--- config.mk ---
export PLATFORM = sky130hd
export DESIGN_NAME = scratchpad_arbiter
export DESIGN_NICKNAME = d
export VERILOG_FILES = /design/src/rtl/scratchpad_arbiter.sv
export SDC_FILE = /design/constraint.sdc
export NUM_CORES = 1
export LEC_CHECK = 0
export BUFFER_PORTS_ARGS = -buffer_cell sky130_fd_sc_hd__buf_4
export CAP_MARGIN = 0
export CORE_AREA = 2 2 208 210
export CTS_CLUSTER_SIZE = 14
export DETAILED_ROUTE_END_ITERATION = 6
export DIE_AREA = 0 0 210 212
export REMOVE_ABC_BUFFERS = 1
export SLEW_MARGIN = 20
export SYNTH_ARGS = -nofsm -noshare
export SYNTH_HDL_FRONTEND = slang
export SYNTH_SLANG_ARGS = --single-unit
--- constraint.sdc ---
create_clock -name clk -period 12.1 [get_ports clk]
set_clock_uncertainty 0.2 [all_clocks]
set_input_delay 2.42 -clock clk [delete_from_list [all_inputs] [get_ports clk]]
set_output_delay 2.42 -clock clk [all_outputs]
set_load 0.05 [all_outputs]
--- src/rtl/scratchpad_arbiter.sv ---
// scratchpad_arbiter: round-robin arbiter/sequencer sharing one scratchpad
// port between NUM_REQ load/store clients. One request outstanding at a time;
// illegal (out-of-range or misaligned) requests are answered with an error
// without touching the scratchpad.
module scratchpad_arbiter #(
    parameter int NUM_REQ         = 2,
    parameter int SCRATCHPAD_BASE = 16,
    parameter int SCRATCHPAD_SIZE = 8,
    parameter int RD_LATENCY      = 1
) (
    input  logic                   clk,
    input  logic                   rst,
    input  logic [NUM_REQ-1:0]     req_valid,
    output logic [NUM_REQ-1:0]     req_ready,
    input  logic [NUM_REQ-1:0]     req_write,
    input  logic [NUM_REQ*64-1:0]  req_addr,
    input  logic [NUM_REQ*2-1:0]   req_len,
    input  logic [NUM_REQ*64-1:0]  req_wdata,
    output logic [NUM_REQ-1:0]     rsp_valid,
    output logic [63:0]            rsp_rdata,
    output logic                   rsp_err,
    output logic                   sp_en,
    output logic                   sp_write,
    output logic [63:0]            sp_addr,
    output logic [1:0]             sp_len,
    output logic [63:0]            sp_wdata,
    input  logic [63:0]            sp_rdata
);

    localparam int IDX_W = (NUM_REQ > 1) ? $clog2(NUM_REQ) : 1;
    localparam int CNT_W = 3;
    localparam logic [CNT_W-1:0]   CNT_LAST = CNT_W'(RD_LATENCY - 1);
    localparam logic [63:0]        BASE     = 64'(SCRATCHPAD_BASE);
    // one past the last legal byte, kept 65 bits wide so the end-address
    // compare can never wrap
    localparam logic [64:0]        LIMIT    = 65'(SCRATCHPAD_BASE) + 65'(SCRATCHPAD_SIZE);
    localparam logic [NUM_REQ-1:0] ONE      = NUM_REQ'(1);

    typedef enum logic [1:0] {
        S_IDLE  = 2'd0,
        S_ISSUE = 2'd1,
        S_WAIT  = 2'd2,
        S_RESP  = 2'd3
    } state_t;

    state_t              r_state;
    state_t              w_next;
    logic [IDX_W-1:0]    r_rr_ptr;
    logic [IDX_W-1:0]    r_idx;
    logic                r_write;
    logic [1:0]          r_len;
    logic [CNT_W-1:0]    r_cnt;

    logic                r_sp_en;
    logic                r_sp_write;
    logic [63:0]         r_sp_addr;
    logic [1:0]          r_sp_len;
    logic [63:0]         r_sp_wdata;
    logic [NUM_REQ-1:0]  r_rsp_valid;
    logic [63:0]         r_rsp_rdata;
    logic                r_rsp_err;

    logic                w_found;
    logic [IDX_W-1:0]    w_gidx;
    logic [NUM_REQ-1:0]  w_grant;
    logic                w_xfer;
    logic                w_sel_write;
    logic [63:0]         w_sel_addr;
    logic [1:0]          w_sel_len;
    logic [63:0]         w_sel_wdata;
    logic [64:0]         w_end;
    logic [63:0]         w_align_mask;
    logic                w_legal;
    logic                w_wait_last;

    // First valid requester at or above ptr, wrapping. Scanning from the far
    // end downward lets the closest hit overwrite the others.
    function automatic logic [IDX_W-1:0] rr_pick(input logic [NUM_REQ-1:0] v,
                                                 input logic [IDX_W-1:0]   ptr);
        logic [IDX_W-1:0] sel;
        int               j;
        sel = ptr;
        for (int k = NUM_REQ - 1; k >= 0; k--) begin
            j = (int'(ptr) + k) % NUM_REQ;
            if (v[j]) sel = IDX_W'(j);
        end
        return sel;
    endfunction

    // Zero-extend read data from the access size.
    function automatic logic [63:0] len_mask(input logic [63:0] d, input logic [1:0] len);
        case (len)
            2'b00:   return {56'd0, d[7:0]};
            2'b01:   return {48'd0, d[15:0]};
            2'b10:   return {32'd0, d[31:0]};
            default: return d;
        endcase
    endfunction

    // Round-robin grant; ready is only offered in IDLE and never during reset.
    always_comb begin
        w_found   = |req_valid;
        w_gidx    = rr_pick(req_valid, r_rr_ptr);
        w_grant   = w_found ? (ONE << w_gidx) : '0;
        req_ready = (r_state == S_IDLE && !rst) ? w_grant : '0;
        w_xfer    = (r_state == S_IDLE) && !rst && w_found;
    end

    // Select the granted requester's fields.
    always_comb begin
        w_sel_write = 1'b0;
        w_sel_addr  = '0;
        w_sel_len   = '0;
        w_sel_wdata = '0;
        for (int i = 0; i < NUM_REQ; i++) begin
            if (w_gidx == IDX_W'(i)) begin
                w_sel_write = req_write[i];
                w_sel_addr  = req_addr[i*64 +: 64];
                w_sel_len   = req_len[i*2 +: 2];
                w_sel_wdata = req_wdata[i*64 +: 64];
            end
        end
    end

    // Range and natural-alignment check on the selected request.
    always_comb begin
        w_end        = {1'b0, w_sel_addr} + (65'd1 << w_sel_len);
        w_align_mask = (64'd1 << w_sel_len) - 64'd1;
        w_legal      = (w_sel_addr >= BASE) && (w_end <= LIMIT) &&
                       ((w_sel_addr & w_align_mask) == 64'd0);
    end

    // Next-state logic.
    always_comb begin
        w_next      = r_state;
        w_wait_last = (r_state == S_WAIT) && (r_cnt == CNT_LAST);
        case (r_state)
            S_IDLE:  if (w_xfer) w_next = w_legal ? S_ISSUE : S_RESP;
            S_ISSUE: w_next = S_WAIT;
            S_WAIT:  if (r_cnt == CNT_LAST) w_next = S_RESP;
            S_RESP:  w_next = S_IDLE;
            default: w_next = S_IDLE;
        endcase
    end

    // State register.
    always_ff @(posedge clk or posedge rst) begin
        if (rst) r_state <= S_IDLE;
        else     r_state <= w_next;
    end

    // Request latch, round-robin pointer and latency counter.
    always_ff @(posedge clk or posedge rst) begin
        if (rst) begin
            r_rr_ptr <= '0;
            r_idx    <= '0;
            r_write  <= 1'b0;
            r_len    <= '0;
            r_cnt    <= '0;
        end else begin
            if (w_xfer) begin
                r_idx    <= w_gidx;
                r_write  <= w_sel_write;
                r_len    <= w_sel_len;
                r_rr_ptr <= (w_gidx == IDX_W'(NUM_REQ - 1)) ? '0 : w_gidx + 1'b1;
            end
            if (r_state == S_WAIT && r_cnt != CNT_LAST) r_cnt <= r_cnt + 1'b1;
            else                                        r_cnt <= '0;
        end
    end

    // Scratchpad strobe: registered, live only for the ISSUE cycle.
    always_ff @(posedge clk or posedge rst) begin
        if (rst) begin
            r_sp_en    <= 1'b0;
            r_sp_write <= 1'b0;
            r_sp_addr  <= '0;
            r_sp_len   <= '0;
            r_sp_wdata <= '0;
        end else if (w_next == S_ISSUE) begin
            r_sp_en    <= 1'b1;
            r_sp_write <= w_sel_write;
            r_sp_addr  <= w_sel_addr;
            r_sp_len   <= w_sel_len;
            r_sp_wdata <= w_sel_wdata;
        end else begin
            r_sp_en    <= 1'b0;
            r_sp_write <= 1'b0;
            r_sp_addr  <= '0;
            r_sp_len   <= '0;
            r_sp_wdata <= '0;
        end
    end

    // Response: read data is captured straight into the response register on
    // the last WAIT edge; errors are answered directly from IDLE.
    always_ff @(posedge clk or posedge rst) begin
        if (rst) begin
            r_rsp_valid <= '0;
            r_rsp_rdata <= '0;
            r_rsp_err   <= 1'b0;
        end else if (w_xfer && !w_legal) begin
            r_rsp_valid <= w_grant;
            r_rsp_rdata <= '0;
            r_rsp_err   <= 1'b1;
        end else if (w_wait_last) begin
            r_rsp_valid <= ONE << r_idx;
            r_rsp_rdata <= r_write ? 64'd0 : len_mask(sp_rdata, r_len);
            r_rsp_err   <= 1'b0;
        end else begin
            r_rsp_valid <= '0;
            r_rsp_rdata <= '0;
            r_rsp_err   <= 1'b0;
        end
    end

    assign sp_en     = r_sp_en;
    assign sp_write  = r_sp_write;
    assign sp_addr   = r_sp_addr;
    assign sp_len    = r_sp_len;
    assign sp_wdata  = r_sp_wdata;
    assign rsp_valid = r_rsp_valid;
    assign rsp_rdata = r_rsp_rdata;
    assign rsp_err   = r_rsp_err;

endmodule

* After elaboration in Yosys (flattened, before gate mapping) *
Index checks and enable logic that the tools add are counted.
Widths: inputs -> output; s select.

word-level totals
  bits in registers = 209
  input bits = 330

operators by class
  add/subtract/negate cells = 5
  shift operators = 4
  mux-type cells = 31
  eq/ne operators = 6
  reductions and logical operators = 15
  bitwise operators = 2
  magnitude comparators = 4

operator list
  cell                   number
  $mux 64                7
  $pmux 64 s3            1
  $add 64x65->65         1
  $le 65x5->1 const B    1
  $shl 1x2->65 const A   1
  $and 64x64->64         1
  $ge 64x5->1 const B    1
  $logic_not 64->1       1
  $shl 1x2->64 const A   1
  $sub 64x1->64 const B  1
  $mux 2                 9
  $mux 1                 12
  $pmux 2 s4             1
  $logic_and 1x1->1      7
  $eq 2x1->1 const B     3
  $eq 2x2->1 const B     3
  $logic_not 2->1        2
  $shl 1x1->2 const A    2
  $add 3x1->3 const B    1
  $logic_not 3->1        1
  $lt 2x3->1 const B     1
  $mux 3                 1
  $reduce_bool 3->1      1
  $add 1x1->1 const B    2
  4 further kinds        5

* Longest topological paths before layout *
  depth after elaboration = 18
  mapped depth = 26
  depth with buffers taken out = 17

* Least setup slack after synthesis *
OpenSTA, ideal clock, no wires.

  path type = input-to-output
  start point = input rst
  end point = output req_ready[1]
  arrival time = 8.535 ns
  buffers on the path = 1
  slack = 0.945 ns
  required time = 9.480 ns
  stages on the path = 4
  cells stage by stage = inv_1 > o211ai_1 > clkbuf_1 > nor2_1

on the way
  cells in the longest elaborated chain, start to end = 3

RTL lines
  element                    line  source
  start, declared            12    input logic rst,
  $logic_not 1->1 (no line)  --
  $logic_and 1x1->1          105   req_ready = (r_state == S_IDLE && !rst) ? w_grant : '0;
  $mux 2                     105
  end, declared              14    output logic [NUM_REQ-1:0] req_ready,

Every way passes these cells.

* Worst setup path in the final report *
  start point = input req_valid[0]
  end point = register r_rsp_rdata[47], in the netlist rsp_rdata[47]

on the way
  cells in the longest elaborated chain, start to end = 14
  elaborated cells between the ends (all ways) = 24
  those cells by class = 2 x add/sub; 2 x order compare; 2 x shift; 10 x mux; 1 x bitwise; 7 x reduce/logical

RTL lines
  element                                                       line      source
  start, declared                                               13        input logic [NUM_REQ-1:0] req_valid,
  $mux 1 (implied by the code) (3 in series)                    85        if (v[j]) sel = IDX_W'(j);
  $mux 1 (2 in series)                                          85
  $mux 2                                                        116       if (w_gidx == IDX_W'(i)) begin
  $shl 1x2->65 / $shl 1x2->64 (equally long branches)           127, 128
  $add 64x65->65 / $sub 64x1->64 (equally long branches)        127, 128
  $le 65x5->1 / $and 64x64->64 (equally long branches)          129, 130
  $logic_and 1x1->1 / $logic_not 64->1 (equally long branches)  129, 130
  $logic_and 1x1->1                                             129       w_legal = (w_sel_addr >= BASE) && (w_end <= LIMIT) &&
  $logic_not 1->1                                               202       end else if (w_xfer && !w_legal) begin
  $logic_and 1x1->1 (*)                                         202
  $mux 64 (*)                                                   202
  end signal, assigned                                          208       r_rsp_rdata <= r_write ? 64'd0 : len_mask(sp_rdata, r_len);
  end, declared                                                 60        logic [63:0] r_rsp_rdata;

Mark *: on every way between the ends. The rest lies on a longest branch, timed or not. The select of a mux whose other input is x is not followed.
A chain may end at the register's enable or synchronous reset.

==> impl_metrics.py <==
metrics = {
    "synthesis": {
        "synth_edf_count": 0,
        "ys_types": 64,
        "avgSynthCellArea_um2": 9.65,
        "ys_warn_count": 0,
        "async_flop_share_pct": 100,
        "syn-cell-area_um2": 10000,
        "ys_seq_area_share_pct": 52.2,
        "synth_cells": 1037,
        "synth-seq-cells": 209,
        "synthFlopType": "dfrtp_1",
    },
    "timing": {
        "setup_slack_ns": 3.12,
        "timing.fmax_mhz": 111,
        "worst_slew_pin_slew_ns": 1.02,
        "period_minus_slack_ns": 8.98,
        "finalHoldViolCount": 0,
        "setup_violations": 0,
        "slew-limit-headroom_pct": 32.0,
        "whs_ns": 0.302,
        "rsz0062_at_grt": "false",
        "fin_crit_sh_pct": 74.2,
        "final_max_slew_viol_count": 0,
        "fin_tns_setup_ns": 0,
    },
    "cts": {
        "clk_latency_ns": 0.55,
        "clockBufferDepth": 3,
        "cts_buffers": 26,
        "cts_num_sinks": 209,
        "htree_levels": 1,
        "postCtsSetupRepairBufs": 0,
        "cts_hold_buf": 0,
        "cts_tree": "done",
        "cts_root_buf": "clkbuf_16",
        "cts_resized": 0,
        "cts.clk_slew.worst_paths_ns": 0.06,
    },
    "route": {
        "wire_per_inst_um": 20.5,
        "drt-pass1-iter-count": 5,
        "ant_nets": 0,
        "vias": 10200,
        "drt-initial-drc-count": 684,
        "wl_um": 44000,
        "via_per_inst": 4.77,
        "drc": 0,
    },
    "floorplan": {
        "fp.dieW_um": 210,
        "ios": 531,
        "design.core.area_um2": 42500,
        "rows": 76,
        "die_h_um": 212,
        "start_util_pct": 23.6,
        "die_area_um2": 44500,
    },
    "worst_setup_path": {
        "r2r_cells": 19,
        "arrival_ns": 9.23,
        "crit_path_end_kind": "register",
        "worst_setup_path_start_kind": "primary input",
        "max_stage_delay_ns": 0.68,
        "worstSetupPathType": "in2reg",
        "r2r-start": "r_rr_ptr",
        "worst-path-max-fanout": 64,
        "rrSetupSlack_ns": 4.74,
        "r2r-end": "rsp_rdata[47]",
        "crit_chain": "buf_4 > and2b_1 > a21o_4 > buf_4 > nand2_1 > nand2_1 > ha_1 > fa_1 > a21o_1 > a21oi_1 > or4_1 > or4_4 > nor3_1 > a31oi_1 > or4_1 > or4_1 > or4_4 > a211oi_4 > buf_4 > and3_1",
        "critPathRequiredTime_ns": 12.35,
        "cp_slowest_cell": "or4_4",
    },
    "global_routing": {
        "grt_pass1_wl_um": 64200,
        "grt_max_degree": 99,
        "globalRouteOverflowTotal": 0,
        "antenna_found_initial": 4,
        "track_usage_pct": 19.0,
        "grt_pass1_vias": 10400,
    },
    "place": {
        "place_inst": 2101,
        "io_buffers": 530,
        "place_hpwl_um": 33800,
        "postPlaceCellArea_um2": 14800,
        "dp_slack_ns": 2.58,
        "place_congestion": 0.924,
    },
    "power_and_ir_drop": {
        "power-per-cell-area_nw_per_um2": 260,
        "ir_drop_uv": 156,
        "p_leak_nw": 8.21,
    },
    "job": {
        "maxCapViolCount": 0,
    },
    "cells_and_area": {
        "fill_cells": 4322,
        "drive_gt1_share_pct": 39.8,
        "final_area_um2": 15700,
        "area_growth_syn_to_layout_pct": 56.7,
        "nets": 1923,
        "instances_no_fill": 2150,
    },
    "min_path": {
        "hold_class": "reg2reg",
        "holdPathStages": 2,
        "worstHoldEndpoint": "r_len[0]",
        "min_from": "r_len[0]",
    },
    "outcome": {
        "status": "completed",
    },
}
-- report_power, final --
part	switching [mW]	internal [mW]	leakage, nW
Combinational	1.62	0.621	4.92
Clock	0.316	0.488	0.433
Sequential	0.0934	0.947	2.85
Total	2.03	2.06	8.21
-- sequential cells by signal, indices dropped and copies added, names as in the netlist, 2 cells and up --
register   cells
r_cnt          3
sp_wdata      64
sp_addr       64
r_state        2
r_len          2
rsp_rdata     64
rsp_valid      2
sp_len         2
-- cell type report --
| type | instances | area (um^2) | area share, % |
|---|---|---|---|
| clock inverter | 11 | 151 | 0.965 |
| timing repair buffer | 574 | 4320 | 27.5 |
| sequential | 209 | 5230 | 33.3 |
| inverter | 16 | 67.6 | 0.431 |
| antenna | 4 | 10.0 | 0.0638 |
| tap | 546 | 683 | 4.35 |
| clock buffer | 34 | 731 | 4.66 |
| multi-input combinational | 756 | 4500 | 28.7 |
-- synth_stat cells, types with 3 or more instances --
| master | count | area, um^2 |
|---|---|---|
| dfrtp_1 | 209 | 5230 |
| nand2_1 | 167 | 627 |
| nor2_1 | 106 | 398 |
| a21oi_1 | 83 | 415 |
| mux2i_1 | 69 | 691 |
| and3_1 | 64 | 400 |
| clkbuf_1 | 40 | 150 |
| nor4_1 | 31 | 194 |
| nand4_1 | 30 | 188 |
| nor3_1 | 19 | 95.1 |
| and2_1 | 18 | 113 |
| inv_1 | 16 | 60.1 |
| nand3_1 | 16 | 80.1 |
| o21ai_0 | 13 | 65.1 |
| or3_1 | 12 | 75.1 |
| xor2_1 | 11 | 96.3 |
| ha_1 | 9 | 113 |
| a31oi_1 | 8 | 50.1 |
| or4_1 | 8 | 60.1 |
| xnor2_1 | 8 | 70.1 |
| a21o_1 | 7 | 52.6 |
| and4_1 | 7 | 61.3 |
| a211oi_1 | 6 | 45.0 |
| clkbuf_2 | 6 | 30.0 |
| o31ai_1 | 6 | 45.0 |
| mux2_2 | 5 | 56.3 |
| a22o_1 | 4 | 35.0 |
| a31o_2 | 3 | 26.3 |
| buf_1 | 3 | 11.3 |
| buf_6 | 3 | 33.8 |
| nand3b_1 | 3 | 22.5 |
| nor2b_1 | 3 | 18.8 |
| nor3b_1 | 3 | 22.5 |
-- routing by layer --
| layer | GRT usage (%) | wire, um | up-vias |
|---|---|---|---|
| met4 | 7.78 | 1680 | 0 |
| li1 | - | - | 4765 |
| met1 | 22.0 | 17100 | 4918 |
| met2 | 33.9 | 22000 | 470 |
| met3 | 4.65 | 3290 | 93 |
| met5 | 0 | 0 | - |
-- layout by cell type, fill, tap and decap left out, types with 4 or more instances in the layout --
master	instances
clkbuf_8	5
a211oi_1	6
or3_1	12
nor3_1	19
and4_1	7
nand2_1	167
or4_1	8
xor2_1	11
and2_1	18
dfrtp_1	209
mux2i_1	69
a21oi_1	81
a22o_1	4
mux2_2	5
o31ai_1	6
inv_1	15
a21o_1	6
buf_4	572
and3_1	64
nand4_1	30
clkinv_2	4
clkbuf_16	26
ha_1	9
diode_2	4
nor4_1	31
o21ai_0	13
a31oi_1	8
nand3_1	16
nor2_1	106
xnor2_1	8
-- through the flow --
step	util [%]	total power, mW
2_1_floorplan	-	2.54
3_3_place_gp	34.8	3.30
3_5_place_dp	34.8	3.31
4_1_cts	36.9	4.14
5_1_grt	36.9	4.28
6_report	36.9	4.08
-- how the worst max path moves through the flow --
stage / start / to
2_1_floorplan: req_valid[0] / sp_write
3_3_place_gp: req_valid[0] / rsp_rdata[32]
3_5_place_dp: req_valid[0] / sp_wdata[62]
4_1_cts: req_valid[0] / sp_wdata[62]
5_1_grt: req_valid[0] / rsp_rdata[47]
6_report: req_valid[0] / rsp_rdata[47]
-- worst max-delay path: cells and delay by family --
family,cells,cell delay [ns]
AND/OR/NAND/NOR,10,4.19
buffers and inverters,3,1.08
adder cells (fa/ha/maj),2,0.43
AO/OA/AOI/OAI,5,1.06
-- kinds of logic after synthesis --
kind of cell	after synthesis	synth area share (%)
buffers and inverters	72	3.10
AOI/OAI and AO/OA	155	9.71
DFF	209	52.2
xor gates and xnor gates	19	1.66
adders and majority gates	10	1.32
muxes	74	7.46
and+or+nand+nor	498	24.5
No activity file was read; power rests on OpenSTA's default activity.
